[src/rtl/cdb_arbiter.sv]
// -----------------------------------------------------------------------------
// cdb_arbiter
//   Shares the single common data bus (CDB) between the execution units.
//   Each cycle one eligible requester is picked round-robin and receives a
//   one-hot combinational grant. The granted unit retires its reservation
//   station entry on the same edge. The winner's tag/result is registered and
//   broadcast on the bus one cycle later for the RS / register-status snoopers.
//
// Ports
//   clk          in   rising-edge system clock
//   rst          in   synchronous reset, active-low
//   flush        in   branch mispredict: squashes this cycle's grant/broadcast
//   req_valid    in   [N_REQ]         unit i has a completed result
//   req_index    in   [N_REQ*LOCK_W]  unit i tag in [i*LOCK_W +: LOCK_W]
//   req_result   in   [N_REQ*DATA_W]  unit i result in [i*DATA_W +: DATA_W]
//   grnt         out  [N_REQ]         one-hot grant, combinational
//   cdb_valid    out  broadcast valid (registered)
//   cdb_index    out  [LOCK_W] broadcast tag, NO_LOCK when idle (registered)
//   cdb_result   out  [DATA_W] broadcast data (registered, holds when idle)
//   cdb_busy_cnt out  [32] saturating count of cycles with cdb_valid=1
// -----------------------------------------------------------------------------
module cdb_arbiter #(
  parameter int                N_REQ   = 4,
  parameter int                LOCK_W  = 5,
  parameter int                DATA_W  = 32,
  parameter logic [LOCK_W-1:0] NO_LOCK = {LOCK_W{1'b0}}
) (
  input  logic                      clk,
  input  logic                      rst,
  input  logic                      flush,
  input  logic [N_REQ-1:0]          req_valid,
  input  logic [N_REQ*LOCK_W-1:0]   req_index,
  input  logic [N_REQ*DATA_W-1:0]   req_result,
  output logic [N_REQ-1:0]          grnt,
  output logic                      cdb_valid,
  output logic [LOCK_W-1:0]         cdb_index,
  output logic [DATA_W-1:0]         cdb_result,
  output logic [31:0]               cdb_busy_cnt
);

  localparam int PTR_W = (N_REQ > 1) ? $clog2(N_REQ) : 1;

  // (base + off) mod N_REQ, valid for off in [0, N_REQ]
  function automatic logic [PTR_W-1:0] wrap_add(input logic [PTR_W-1:0] base,
                                                 input int off);
    int sum;
    sum = int'(base) + off;
    sum = (sum >= N_REQ) ? (sum - N_REQ) : sum;
    return PTR_W'(sum);
  endfunction

  logic [PTR_W-1:0]  rr_ptr_r;
  logic              cdb_valid_r;
  logic [LOCK_W-1:0] cdb_index_r;
  logic [DATA_W-1:0] cdb_result_r;
  logic [31:0]       busy_cnt_r;

  logic [N_REQ-1:0]  elig_s;
  logic [N_REQ-1:0]  grnt_s;
  logic [PTR_W-1:0]  win_s;
  logic [PTR_W-1:0]  cand_s;
  logic              found_s;
  logic              hit_s;
  logic              grant_any_s;
  logic [PTR_W-1:0]  nxt_ptr_s;
  logic [LOCK_W-1:0] win_index_s;
  logic [DATA_W-1:0] win_result_s;

  // A request carrying the "no lock" tag has nothing to broadcast, so it is
  // never eligible.
  always_comb begin
    elig_s = '0;
    for (int i = 0; i < N_REQ; i++) begin
      elig_s[i] = req_valid[i] && (req_index[i*LOCK_W +: LOCK_W] != NO_LOCK);
    end
  end

  // Round-robin search starting at rr_ptr, ascending with wrap; first hit wins.
  always_comb begin
    grnt_s  = '0;
    win_s   = '0;
    cand_s  = '0;
    found_s = 1'b0;
    hit_s   = 1'b0;
    if (!rst || flush) begin
      grnt_s = '0;
      win_s  = '0;
    end else begin
      for (int k = 0; k < N_REQ; k++) begin
        cand_s          = wrap_add(rr_ptr_r, k);
        hit_s           = !found_s && elig_s[cand_s];
        grnt_s[cand_s]  = grnt_s[cand_s] | hit_s;
        win_s           = hit_s ? cand_s : win_s;
        found_s         = found_s | hit_s;
      end
    end
  end

  // Winner payload mux: grnt_s is one-hot or zero, so an AND-OR mux suffices.
  always_comb begin
    win_index_s  = '0;
    win_result_s = '0;
    for (int i = 0; i < N_REQ; i++) begin
      win_index_s  = win_index_s  | (req_index[i*LOCK_W +: LOCK_W]  & {LOCK_W{grnt_s[i]}});
      win_result_s = win_result_s | (req_result[i*DATA_W +: DATA_W] & {DATA_W{grnt_s[i]}});
    end
  end

  assign grant_any_s = |grnt_s;
  assign nxt_ptr_s   = wrap_add(win_s, 1);

  // Round-robin pointer: move just past the winner, hold when nothing granted.
  always_ff @(posedge clk) begin
    if (!rst) begin
      rr_ptr_r <= '0;
    end else if (grant_any_s) begin
      rr_ptr_r <= nxt_ptr_s;
    end else begin
      rr_ptr_r <= rr_ptr_r;
    end
  end

  // Broadcast register: one-cycle latency from grant; result holds when idle.
  always_ff @(posedge clk) begin
    if (!rst) begin
      cdb_valid_r  <= 1'b0;
      cdb_index_r  <= NO_LOCK;
      cdb_result_r <= '0;
    end else if (grant_any_s) begin
      cdb_valid_r  <= 1'b1;
      cdb_index_r  <= win_index_s;
      cdb_result_r <= win_result_s;
    end else begin
      cdb_valid_r  <= 1'b0;
      cdb_index_r  <= NO_LOCK;
      cdb_result_r <= cdb_result_r;
    end
  end

  // Bus-occupancy counter, saturating at all-ones.
  always_ff @(posedge clk) begin
    if (!rst) begin
      busy_cnt_r <= 32'd0;
    end else if (cdb_valid_r && (busy_cnt_r != 32'hFFFF_FFFF)) begin
      busy_cnt_r <= busy_cnt_r + 32'd1;
    end else begin
      busy_cnt_r <= busy_cnt_r;
    end
  end

  assign grnt         = grnt_s;
  assign cdb_valid    = cdb_valid_r;
  assign cdb_index    = cdb_index_r;
  assign cdb_result   = cdb_result_r;
  assign cdb_busy_cnt = busy_cnt_r;

endmodule

[config.mk]
export PLATFORM = sky130hd
export DESIGN_NAME = cdb_arbiter
export DESIGN_NICKNAME = d
export VERILOG_FILES = /design/src/rtl/cdb_arbiter.sv
export SDC_FILE = /design/constraint.sdc
export NUM_CORES = 1
export LEC_CHECK = 0
export CORE_MARGIN = 5
export CORE_UTILIZATION = 44
export DETAILED_ROUTE_END_ITERATION = 6
export PLACE_DENSITY_LB_ADDON = 0.3
export SETUP_SLACK_MARGIN = 0.15
export SLEW_MARGIN = 5
export SYNTH_ARGS = -nofsm -noshare
export SYNTH_HDL_FRONTEND = slang
export SYNTH_SLANG_ARGS = --single-unit
[constraint.sdc]
create_clock -name clk -period 9.6 [get_ports clk]
set_clock_uncertainty 0.1 [all_clocks]
set_input_delay 2.88 -clock clk [delete_from_list [all_inputs] [get_ports clk]]
set_output_delay 2.88 -clock clk [all_outputs]
set_load 0.02 [all_outputs]
# ---- Yosys cells after proc, flatten, opt, wreduce, memory -nomap -nowiden
# Cells that the tools add are included.
dict set report word_totals {
  ff_bits 72
  input_bits 155
  word_cells 112
}
dict set report classes {
  add_sub_neg 10
  magnitude_cmp 13
  n_eq_ne 1
  n_mux 39
  n_bitwise 21
  n_reduce_logical 23
}
# cell count
set op_table {}
lappend op_table {{AND 32 bit} 4}
lappend op_table {{bitwise OR 32 bit} 3}
lappend op_table {{adder 32 x 1 -> 32 bit, second input constant} 1}
lappend op_table {{!= test 32 bit, second input constant} 1}
lappend op_table {{AND 5 bit} 4}
lappend op_table {{2-to-1 mux 2 bit} 10}
lappend op_table {{nonzero test 5 bit} 4}
lappend op_table {{binary-select mux 1 bit (select 2 bit)} 8}
lappend op_table {{bitwise OR 5 bit} 3}
lappend op_table {{2-to-1 mux 1 bit} 13}
lappend op_table {{bitwise mux 4 bit} 3}
lappend op_table {{greater-or-equal comparator 3 bit, second input constant} 4}
lappend op_table {{logical AND 1 bit} 12}
lappend op_table {{less-than comparator 2 x 3 -> 1 bit, second input constant} 4}
lappend op_table {{subtractor 2 x 1 -> 2 bit, second input constant} 5}
lappend op_table {{demux 1 bit (select 2 bit)} 4}
lappend op_table {{greater-or-equal comparator 2 x 1 -> 1 bit, second input constant} 4}
lappend op_table {{adder 2 x 1 -> 3 bit, second input constant} 2}
lappend op_table {{adder 2 x 2 -> 3 bit, second input constant} 2}
lappend op_table {{bitwise OR 1 bit} 6}
lappend op_table {{AND 4 bit} 1}
lappend op_table {{logical NOT 1 bit} 4}
lappend op_table {{2-to-1 mux 4 bit} 1}
lappend op_table {{OR reduction 4 bit} 1}
lappend op_table {{other kinds (3)} 3}

# ---- Logic depth before layout (Yosys ltp)
dict set report depth {
  depth_word 24
  ltp_mapped 16
  ltp_nobuf 12
}

# ---- Worst setup path after synthesis
# No wires, ideal clock.
dict set report synth_timing {
  kind {input -> output}
  start {input port req_index[16]}
  end {output port grnt[3]}
  arrival_ps 5716
  t_required_ps 6620
  setup_slack_ps 904
  cell_stages 9
  path_buffers 0
  cell_sequence {or4_4 -> o211a_1 -> o21a_1 -> or4_1 -> a311oi_4 -> a21oi_1 -> o2bb2ai_4 -> nor4_1 -> or2_2}
}
dict set report synth_via {
  elab_chain_len 19
}
# element line_no
set synth_lines {}
lappend synth_lines {{start, declared} 32} ;# input logic [N_REQ*LOCK_W-1:0] req_index,
lappend synth_lines {{nonzero test 5 bit (*)} 74} ;# elig_s[i] = req_valid[i] && (req_index[i*LOCK_W +: LOCK_W] != NO_LOCK);
lappend synth_lines {{logical AND 1 bit (*)} 74}
lappend synth_lines {{binary-select mux 1 bit (select 2 bit)} 91} ;# hit_s = !found_s && elig_s[cand_s];
lappend synth_lines {{2-to-1 mux 1 bit (implied by the code)} 91}
lappend synth_lines {{bitwise OR 1 bit} 92} ;# grnt_s[cand_s] = grnt_s[cand_s] | hit_s;
lappend synth_lines {{AND 4 bit (no line)} n/a}
lappend synth_lines {{binary-select mux 1 bit (select 2 bit)} 92}
lappend synth_lines {{2-to-1 mux 1 bit (implied by the code)} 92}
lappend synth_lines {{(+3 left out)} n/a}
lappend synth_lines {{2-to-1 mux 1 bit (implied by the code)} 92}
lappend synth_lines {{bitwise OR 1 bit} 92}
lappend synth_lines {{bitwise mux 4 bit} 92}
lappend synth_lines {{binary-select mux 1 bit (select 2 bit)} 92}
lappend synth_lines {{2-to-1 mux 1 bit (implied by the code)} 92}
lappend synth_lines {{bitwise OR 1 bit} 92}
lappend synth_lines {{bitwise mux 4 bit (*)} 92}
lappend synth_lines {{2-to-1 mux 4 bit (*)} 85} ;# if (!rst || flush) begin
lappend synth_lines {{end, declared} 34} ;# output logic [N_REQ-1:0] grnt,
# Every way passes the cells marked *; elsewhere a longest branch is shown, timed or not. The select of a mux whose other input is x is not followed.

# ---- Worst setup path after layout
dict set report layout_timing {
  start {input port req_index[11]}
  end {output port grnt[2]}
}
# Same word-level chain as after synthesis.

==> metrics.md <==
| Metric | Value |
|---|---|
| Die width | `120 um` |
| # IOs | `229` |
| Avg WL per Cell | `20.9 um` |
| Startpoint of the worst setup timing path | `req_index[11]` |
| Initial DRC count | `975` |
| Total GRT Usage | `28.2%` |
| Sequential area share after synthesis | `27.0%` |
| Mapped cell area | `5350 um2` |
| Mean Syn Cell Area | `7.93 um2` |
| Outcome | `complete, but fails checks` |
| Layout cells sized above 1 | `8.17%` |
| Slew headroom | `23.9%` |
| Post-route ant nets | `0` |
| Distinct cells, synth | `67` |
| Worst setup SP type | `input pin` |
| Via count | `6,796` |
| CTS Buffer Depth | `2` |
| Area delta synth->final | `51.9%` |
| CTS buffer count | `9` |
| Number of flops mapped to enable cells by yosys | `0` |
| Power, Total | `2.30 mW` |
| DR vias/cell | `6.53` |
| Crit Path Class | `input pin to output port` |
| Failing checks | `DRC` |
| Detailed-route DRC error count | `12` |
| Hold Fails Final Rpt | `0` |
| Top_reg_cell synth | `dfxtp_1` |
| Crit Path Max Fanout | `4` |
| Mapped Nets | `834` |
| Commonest non-fill, non-tap cells in the layout | `225 x clkdlybuf4s50_1, 157 x nand2_1, 72 x dfxtp_1, 63 x a222oi_1, 31 x a221o_1` |
| Fin crit share | `98.4%` |
| Row cnt | `40` |
| Post-DP HPWL | `16.0 mm` |
| Nets | `1,049` |
| Leak | `3.04 nW` |
| Worst skew pair latency | `0.33 ns` |
| Pwr Density | `284 nW/um2` |
| IO Port Bufs | `228` |
| Core Region | `12,000 um2` |
| Die Ht | `120 um` |
| RSZ-0062 raised after global routing | `yes` |
| Largest net degree at the start of global routing | `45` |
| Fin. max-slew vios | `0` |
| Tmin final | `9.45 ns` |
| Clk slew on worst S/H paths | `0.06 ns` |
| Commonest non-fill, non-tap cell in the layout | `clkdlybuf4s50_1` |
| Peak supply drop | `0.000185 V` |
| Hold Buf Count CTS | `0` |
| CTS tree | `built` |
| GR Overflow Total | `0` |
| CP Cell Sequence | `clkdlybuf4s50_1 -> or4_4 -> o211a_1 -> o21a_1 -> or4_1 -> a311oi_4 -> a21oi_1 -> o2bb2ai_4 -> nor3_1 -> a21oi_1 -> nor2_1 -> clkdlybuf4s50_1` |
| Initial DRT Pass Iterations | `7` |
| Clock root cell | `clkbuf_16` |
| Synth warn | `0` |
| Antenna cells | `0` |
| Worst stage delay on the critical path | `0.61 ns` |
| Max-cap violations | `0` |
| Finish-stage setup viols | `0` |
| H-tree depth | `3` |
| Antenna violations before repair | `0` |
| Slew @ Worst Pin | `1.14 ns` |
| Asr flop ratio synth | `0%` |
| Slowest CP cell | `or4_1` |
| Clock Sinks | `72` |
| DIE AREA | `14,500 um2` |
| First-pass GRT wire length | `33.5 mm` |
| Reg2reg start | `rr_ptr_r[1]$_SDFFE_PN0P_` |
| RePlAce Congestion | `0.919` |
| Vias in the first global route | `6,890` |
| CP Capture Type | `output port` |
| Hold path start | `cdb_result[20]$_SDFFE_PN0P_` |
| Post-Syn Instances | `674` |
| Seq cells post-synth | `72` |
| TNS Setup | `0 ns` |
| Routed WL | `21.7 mm` |
| Initial core utilization | `44.7%` |
| FMAX | `106 MHz` |
| CP arrival | `6.47 ns` |
| Min-Delay Path Class | `register to register` |
| Required @ worst endpoint | `6.62 ns` |
area by class of cell:
type                    instances  area, um2
repair buffers                254       2480
clock buffers                   9        225
fillers                       981       3840
clock inverters                 7       61.3
well taps                     147        184
flip-flops and latches         72       1440
inverters                      15       56.3
multi-input cells             537       3680
final timing paths:
path,slack [ns],depth (start not counted),end
worst min-delay path,0.39,1,cdb_result[20]$_SDFFE_PN0P_
worst min register to register,0.39,1,cdb_result[20]$_SDFFE_PN0P_
worst max register to register,4.53,14,cdb_index[1]$_SDFF_PN0_
worst max-delay path,0.15,12,grnt[2]
cells by family (layout without fill, tap and decap cells):
family	count (synthesis)	count (layout)	share of synthesized area (%)
AOI/OAI and AO/OA	206	206	34.6
xor gates and xnor gates	24	24	3.93
adders and majority gates	5	5	1.17
buffers and inverters	65	285	5.12
DFF	72	72	27.0
muxes	6	6	1.36
and+or+nand+nor	296	296	26.9
state kept, by name, summed over array words and instances, names as in the netlist:
signal        count
cdb_busy_cnt     32
cdb_result       32
cdb_index         5
rr_ptr_r          2
cdb_valid         1
cells in the mapped netlist, types with 4 or more instances:
master      n  area, um2
a21boi_0    9       67.6
a21oi_1    16       80.1
a221o_1    31        310
a222oi_1   63        631
a22o_1      7       61.3
a31oi_1     5       31.3
a32oi_1     5       43.8
and2_1     26        163
buf_1       4       15.0
buf_2       6       30.0
clkbuf_1   37        139
dfxtp_1    72       1440
ha_1        5       62.6
inv_1      14       52.6
mux2i_1     5       50.1
nand2_1   157        589
nand2b_1    4       25.0
nand3_1    21        105
nand4_1    16        100
nor2_1     18       67.6
nor2b_1     4       25.0
nor3_1     14       70.1
nor4_1      4       25.0
o211ai_1    5       37.5
o21ai_0    17       85.1
o21ai_1     5       25.0
o311a_1     4       40.0
or3_1      11       68.8
or4_1       6       45.0
xnor2_1    20        175
xor2_1      4       35.0
metrics by stage:
step | instance area [um2] | hold WS [ns] | worst slack (ns) | utilization [%] | std cells
after floorplan | 5350 | 0.464 | 0.904 | - | 674
after global placement | 7810 | 0.367 | 0.0947 | 65.3 | 1024
after detailed placement | 7810 | 0.374 | 0.0119 | 65.3 | 1024
after CTS | 8110 | 0.388 | 0.163 | 67.8 | 1040
after global routing | 8120 | 0.409 | 0.00519 | 67.9 | 1041
final | 8120 | 0.387 | 0.152 | 67.9 | 1041
timing repair:
action                                  in CTS  in global routing
pin swaps                                    0                  1
gates resized for setup                      5                  2
setup buffers                                0                  1
endpoints found under the setup margin       4                  4
power by group:
part	total, mW	internal [mW]	switching (mW)
Sequential	0.419	0.373	0.0460
Clock	0.320	0.180	0.140
Combinational	1.56	0.679	0.884
critical path: cells and delay by family:
kind | cells | cell delay [ns]
AO/OA/AOI/OAI | 6 | 1.23
AND/OR/NAND/NOR | 4 | 1.33
buffers and inverters | 2 | 1.02
routing by layer:
layer  vias up  part of all wire [%]  wire, um  track usage, %
met5         -                     0         0               0
met4         0                   4.5       982            15.4
met3        76                    11      2380            7.02
met2       473                    48     10500            47.7
met1      3170                    36      7910            32.7
li1       3077                     -         -               -
Power figures use the tool's default switching activity.
